$ cat src/rtl/sll_seq_shifter_if.sv
// rtl/sll_seq_shifter_if.sv - request/result signal bundle for the sequential shift-left-logical unit
interface sll_seq_shifter_if;
   logic        start;
   logic [5:0]  Signal;
   logic [31:0] dataA;
   logic [4:0]  dataB;
   logic        busy;
   logic        done;
   logic [31:0] dataOut;

   modport master (
      output start, Signal, dataA, dataB,
      input  busy, done, dataOut
   );

   modport slave (
      input  start, Signal, dataA, dataB,
      output busy, done, dataOut
   );
endinterface

$ cat src/rtl/sll_seq_shifter.sv
// rtl/sll_seq_shifter.sv - five-stage logarithmic shift-left-logical unit with fixed latency
module sll_seq_shifter #(
   parameter logic [5:0] SLL = 6'b000000
) (
   input  logic             clk,
   input  logic             reset,
   sll_seq_shifter_if.slave bus
);

   typedef enum logic [1:0] {
      IDLE  = 2'd0,
      SHIFT = 2'd1,
      DONE  = 2'd2
   } state_t;

   state_t      r_state;
   state_t      w_state_nxt;
   logic [31:0] r_acc;
   logic [4:0]  r_amt;
   logic [2:0]  r_k;
   logic [31:0] r_dout;
   logic        w_accept;
   logic        w_load;
   logic [31:0] w_stage;

   assign w_accept = bus.start && (bus.Signal == SLL);
   assign w_load   = w_accept && ((r_state == IDLE) || (r_state == DONE));

   always_ff @(posedge clk) begin
      if (reset) begin
         r_state <= IDLE;
      end else begin
         r_state <= w_state_nxt;
      end
   end

   always_comb begin
      w_state_nxt = r_state;
      case (r_state)
         IDLE:    if (w_accept) w_state_nxt = SHIFT;
         SHIFT:   if (r_k == 3'd4) w_state_nxt = DONE;
         DONE:    w_state_nxt = w_accept ? SHIFT : IDLE;
         default: w_state_nxt = IDLE;
      endcase
   end

   // Stage k shifts by 2^k when bit k of the amount is set; five stages cover 0..31.
   always_comb begin
      w_stage = r_acc;
      case (r_k)
         3'd0:    if (r_amt[0]) w_stage = r_acc << 1;
         3'd1:    if (r_amt[1]) w_stage = r_acc << 2;
         3'd2:    if (r_amt[2]) w_stage = r_acc << 4;
         3'd3:    if (r_amt[3]) w_stage = r_acc << 8;
         3'd4:    if (r_amt[4]) w_stage = r_acc << 16;
         default: w_stage = r_acc;
      endcase
   end

   always_ff @(posedge clk) begin
      if (reset) begin
         r_acc  <= 32'h0;
         r_amt  <= 5'd0;
         r_k    <= 3'd0;
         r_dout <= 32'h0;
      end else if (w_load) begin
         r_acc <= bus.dataA;
         r_amt <= bus.dataB;
         r_k   <= 3'd0;
      end else if (r_state == SHIFT) begin
         r_acc <= w_stage;
         r_k   <= r_k + 3'd1;
         if (r_k == 3'd4) begin
            r_dout <= w_stage;
         end
      end
   end

   assign bus.busy    = (r_state == SHIFT);
   assign bus.done    = (r_state == DONE);
   assign bus.dataOut = r_dout;

endmodule

$ cat src/flat_wrapper.sv
// flat-port wrapper written by rule: the top's interface ports become plain ports
module sll_seq_shifter_flat 
#(
   parameter logic [5:0] SLL = 6'b000000
)
  (clk, reset, bus_start, bus_Signal, bus_dataA, bus_dataB, bus_busy, bus_done, bus_dataOut);
  sll_seq_shifter_if bus_i ();
  input  logic clk;
  input  logic reset;
  input wire logic [$bits(bus_i.start)-1:0] bus_start;
  input wire logic [$bits(bus_i.Signal)-1:0] bus_Signal;
  input wire logic [$bits(bus_i.dataA)-1:0] bus_dataA;
  input wire logic [$bits(bus_i.dataB)-1:0] bus_dataB;
  output wire logic [$bits(bus_i.busy)-1:0] bus_busy;
  output wire logic [$bits(bus_i.done)-1:0] bus_done;
  output wire logic [$bits(bus_i.dataOut)-1:0] bus_dataOut;
  assign bus_i.start = bus_start;
  assign bus_i.Signal = bus_Signal;
  assign bus_i.dataA = bus_dataA;
  assign bus_i.dataB = bus_dataB;
  assign bus_busy = bus_i.busy;
  assign bus_done = bus_i.done;
  assign bus_dataOut = bus_i.dataOut;
  sll_seq_shifter #(.SLL(SLL)) u_core (.clk(clk), .reset(reset), .bus(bus_i));
endmodule
$ cat config.mk
export PLATFORM = sky130hd
export DESIGN_NAME = sll_seq_shifter_flat
export DESIGN_NICKNAME = d
export VERILOG_FILES = /design/src/rtl/sll_seq_shifter_if.sv /design/src/rtl/sll_seq_shifter.sv /design/src/flat_wrapper.sv
export SDC_FILE = /design/constraint.sdc
export NUM_CORES = 1
export LEC_CHECK = 0
export ABC_AREA = 1
export CAP_MARGIN = 15
export CORE_UTILIZATION = 40
export DETAILED_ROUTE_END_ITERATION = 10
export GPL_TIMING_DRIVEN = 0
export PLACE_DENSITY = 0.62
export SKIP_CTS_REPAIR_TIMING = 1
export SYNTH_ARGS = -nofsm -noshare
export SYNTH_HDL_FRONTEND = slang
export SYNTH_SLANG_ARGS = --single-unit
export TNS_END_PERCENT = 1
$ cat constraint.sdc
create_clock -name clk -period 2 [get_ports clk]
set_input_delay 0.2 -clock clk [delete_from_list [all_inputs] [get_ports clk]]
set_output_delay 0.2 -clock clk [all_outputs]
set_load 0.01 [all_outputs]
Yosys cells after proc, flatten, opt, wreduce, memory -nomap -nowiden
Cells that the tools add are included.
{"block": "totals", "in_bits": 46, "wordCells": 37, "regBits": 74, "out_inout_bits": 34}
{"block": "classes", "eq_ne": 8, "bitwise_logic": 1, "n_addsub": 1, "n_reduce_logical": 10, "n_mux": 12}
{"cell": "2-to-1 mux 32 bit", "count": 7}
{"cell": "one-hot mux 32 bit (5 select lines)", "count": 1}
{"cell": "== test 3 x 2 -> 1 bit, second input constant", "count": 2}
{"cell": "logical NOT 6 bit", "count": 1}
{"cell": "one-hot mux 2 bit (3 select lines)", "count": 1}
{"cell": "2-to-1 mux 2 bit", "count": 2}
{"cell": "inequality test 2 x 1 -> 1 bit, second input constant", "count": 2}
{"cell": "adder 3 x 1 -> 3 bit, second input constant", "count": 1}
{"cell": "== test 3 x 1 -> 1 bit, second input constant", "count": 1}
{"cell": "== test 3 bit, second input constant", "count": 1}
{"cell": "logical NOT 3 bit", "count": 1}
{"cell": "AND reduction 3 bit", "count": 1}
{"cell": "== test 2 x 1 -> 1 bit, second input constant", "count": 1}
{"cell": "== test 2 bit, second input constant", "count": 1}
{"cell": "logical AND 1 bit", "count": 2}
{"cell": "logical NOT 2 bit", "count": 1}
{"cell": "AND reduction 2 bit", "count": 1}
{"cell": "nonzero test 2 bit", "count": 1}
{"cell": "OR reduction 2 bit", "count": 1}
{"cell": "logical OR 1 bit", "count": 1}
{"cell": "2-to-1 mux 1 bit", "count": 1}
{"cell": "inverter 1 bit", "count": 1}

Depth between registers and ports, before layout
{"block": "logic_depth", "ltp_word": 5, "mapped_depth": 11, "mapped_depth_nobuf": 10}

Worst setup path before layout
OpenSTA, ideal clock, no wires.
{"block": "synth_path", "path_kind": "register to register", "start": "register u_core.r_k[0]", "end": "register u_core.r_dout[10] (netlist: u_core.bus.dataOut[10])", "path_stages_with_launch": 11, "setup_ns": 0.115, "arrival_time_ns": 1.523, "slack_ns": 0.362, "required_ns": 1.885, "n_path_buf": 2, "path_cell_list": "dfxtp_1 > ha_1 > ha_1 > buf_2 > clkbuf_1 > nand3_1 > nand2_1 > nor2_1 > nand3_1 > o21ai_0 > inv_1"}
{"block": "synth_via", "elab_chain_cells": 2, "elab_cells_between_ends": 7, "classes_between": "eq/ne (4); mux (1); reduce/logical (2)"}
{"element": "start: declaration", "line": "sll_seq_shifter.sv:20", "source": "logic [2:0] r_k;"}
{"element": "start signal: assignment", "line": "sll_seq_shifter.sv:72", "source": "r_k <= r_k + 3'd1;"}
{"element": "== test 3 bit, or another cell as far along", "line": "sll_seq_shifter.sv:50, sll_seq_shifter.sv:73"}
{"element": "one-hot mux 32 bit (5 select lines) / AND reduction 3 bit (equally long branches)"}
{"element": "end signal: assignment", "line": "sll_seq_shifter.sv:74", "source": "r_dout <= w_stage;"}
{"element": "end: declaration", "line": "sll_seq_shifter.sv:21", "source": "logic [31:0] r_dout;"}
Parallel ways exist; a longest one is shown, timed or not.
A chain may end at the register's enable or synchronous reset.

Final worst setup path
{"block": "layout_path", "start": "register u_core.r_k[0]", "end": "register u_core.r_dout[30] (netlist: u_core.bus.dataOut[30])"}
Same word-level chain as after synthesis.

==> results.json <==
{
  "pwr_density_cell_mw_per_mm2": 457,
  "fillCellCount": 1591,
  "hp-start": "reset",
  "antenna_found_initial": 0,
  "final_cell_mix": "379 x nand2_1, 156 x nand3_1, 139 x inv_1",
  "grt_max_degree": 14,
  "cp.required_ns": 2.24,
  "ys_types": 22,
  "slew_viol_final": 0,
  "wl_per_cell_um": 16.3,
  "core_region_area_mm2": 0.0145,
  "synth_top_area_cell": "dfxtp_1",
  "cts_buffer_depth": 2,
  "run_status": "complete, no violations",
  "cp_max_fo": 10,
  "yosys.area.top_type_share_pct": 24.8,
  "path_clk_slew_ns": 0.06,
  "cp-end-kind": "register",
  "synth_seq_area_share_pct": 24.8,
  "min_path_type": "input pin to register",
  "worst_pin_slew_ns": 0.748,
  "total_power_mw": 3.38,
  "critPathArrivalTime_ns": 2.18,
  "critPathLaunchType": "register",
  "vias_per_cell": 5.27,
  "htreeDepth": 3,
  "ys_ff_latch": 74,
  "ir_drop_mv": 0.575,
  "total_leakage_power_nw": 3.72,
  "synth_cells": 1090,
  "num_vias": 7216,
  "grtUsageTotal_pct": 29.6,
  "synthToLayoutAreaGrowth_pct": 24.0,
  "syn_nets": 1141,
  "cts-root-buf": "clkbuf_16",
  "r2r_slack_ns": 0.06,
  "cts_buffers": 9,
  "drive_gt1_share_pct": 8.02,
  "avgSynthCellArea_um2": 5.47,
  "setup_viol": 0,
  "hold_violations": 0,
  "drt-total-wl_um": 22300,
  "drc_errors": 0,
  "die-area_mm2": 0.0154,
  "worst_slack_ns": 0.0613,
  "diodes": 0,
  "numPortBuffers": 78,
  "row_count": 44,
  "netlist_area_mm2": 0.00596,
  "post-place-cells": 1352,
  "initialDrtViolationCount": 655,
  "critPathLaunch": "u_core.r_k[0]",
  "final.setup_skew_ns": 0.00726,
  "gp_congestion": 0.965,
  "r2r-start": "u_core.r_k[0]",
  "clk-insertion-delay-late_ns": 0.35,
  "holdWs_ns": 0.362,
  "grt_pass1_wl_um": 34300,
  "max_slew_margin_pct": 50.2,
  "fin_crit_ns": 1.94,
  "die_y_um": 124,
  "die_width_um": 124,
  "overflow": 0,
  "cts.sink_count": 74,
  "dp.final_hpwl_um": 16900,
  "cts_tree": "done",
  "ant_nets": 0,
  "drt-pass1-iter-count": 5,
  "ys.warnings.count": 0,
  "final_cell_count_no_fill": 1369,
  "cap_violations": 0,
  "fin_crit_sh_pct": 96.9,
  "layout.nets": 1231,
  "tns_ns": 0,
  "final_common_cell": "nand2_1",
  "worstSetupPathType": "register to register",
  "pin_count": 80,
  "grt_pass1_vias": 6432,
  "synth.area.top_cells": "dfxtp_1 25%, nand2_1 24%, nand3_1 14%",
  "pre_cts_ws_ns": -0.227,
  "initial_core_util_pct": 41.0,
  "fmax_mhz": 516
}
==> per-layer routing <==
layer / track usage, % / wire length, um / vias to the layer above
met5: 0 / 0 / -
met4: 12.0 / 754 / 0
met3: 4.26 / 1380 / 46
met2: 48.2 / 10200 / 248
met1: 38.9 / 9950 / 3279
li1: - / - / 3643
==> path summary, 6_finish.rpt <==
| path | end | depth (start not counted) |
|---|---|---|
| min | u_core.bus.dataOut[8] | 4 |
| max reg2reg | u_core.bus.dataOut[30] | 10 |
| max | u_core.bus.dataOut[30] | 10 |
| min reg2reg | u_core.r_k[0] | 2 |
==> where the power goes <==
group	total [mW]	switching (mW)	leakage (nW)	internal [mW]
clock network	1.68	0.680	0.149	1.00
logic	0.216	0.110	2.97	0.107
registers	1.48	0.00462	0.598	1.48
==> area by class of cell <==
cell class              instances  area [um^2]  share of cell area (%)
plain buffers                  77          409                    5.53
clock buffers                  10          239                    3.23
clock inverters                 6         65.1                   0.879
inverters                     142          541                    7.31
multi-input cells             797         3630                    49.1
flip-flops and latches         74         1490                    20.1
well taps                     184          230                    3.11
repair buffers                 79          791                    10.7
==> registers in the layout, indices dropped and copies added, names as in the netlist <==
| name | flops |
|---|---|
| u_core.r_amt | 5 |
| u_core.r_k | 3 |
| u_core.bus.dataOut | 32 |
| u_core.r_state | 2 |
| u_core.r_acc | 32 |
==> cell usage after synthesis <==
| library cell | n |
|---|---|
| buf_1 | 7 |
| nand4_1 | 20 |
| o21ai_0 | 28 |
| buf_6 | 3 |
| buf_2 | 32 |
| o211ai_1 | 26 |
| or2_2 | 1 |
| ha_1 | 5 |
| buf_4 | 9 |
| nor2_1 | 68 |
| a21oi_1 | 73 |
| nor2_2 | 1 |
| dfxtp_1 | 74 |
| inv_1 | 139 |
| inv_2 | 3 |
| clkbuf_1 | 26 |
| o21ai_1 | 14 |
| nand3_1 | 163 |
| nor3_1 | 13 |
| nand2_2 | 4 |
| nand2_1 | 380 |
| and2_1 | 1 |
==> critical path, stage by stage (launching register included) <==
cell	delay (ns)
dfxtp_2	0.34
ha_1	0.19
ha_1	0.21
clkbuf_4	0.21
buf_4	0.20
nand3_1	0.08
nand2_1	0.07
nor2_1	0.14
nand3_1	0.18
o21ai_1	0.16
inv_1	0.05
==> cells by family (layout without fill, tap and decap cells) <==
family / count (synthesis) / in the layout / synth area share [%]
flip-flops: 74 / 74 / 24.8
AO/OA/AOI/OAI: 141 / 141 / 12.9
AND/OR/NAND/NOR: 651 / 651 / 45.8
adder cells (fa/ha/maj): 5 / 5 / 1.05
buffers and inverters: 219 / 314 / 15.4
==> through the flow <==
step / instance area [um^2] / util (%)
6_report: 7400 / 50.9
4_1_cts: 7280 / 50.1
3_3_place_gp: 6980 / 48.0
2_1_floorplan: 5960 / -
3_5_place_dp: 6980 / 48.0
5_1_grt: 7400 / 50.9
Power figures use the tool's default switching activity.
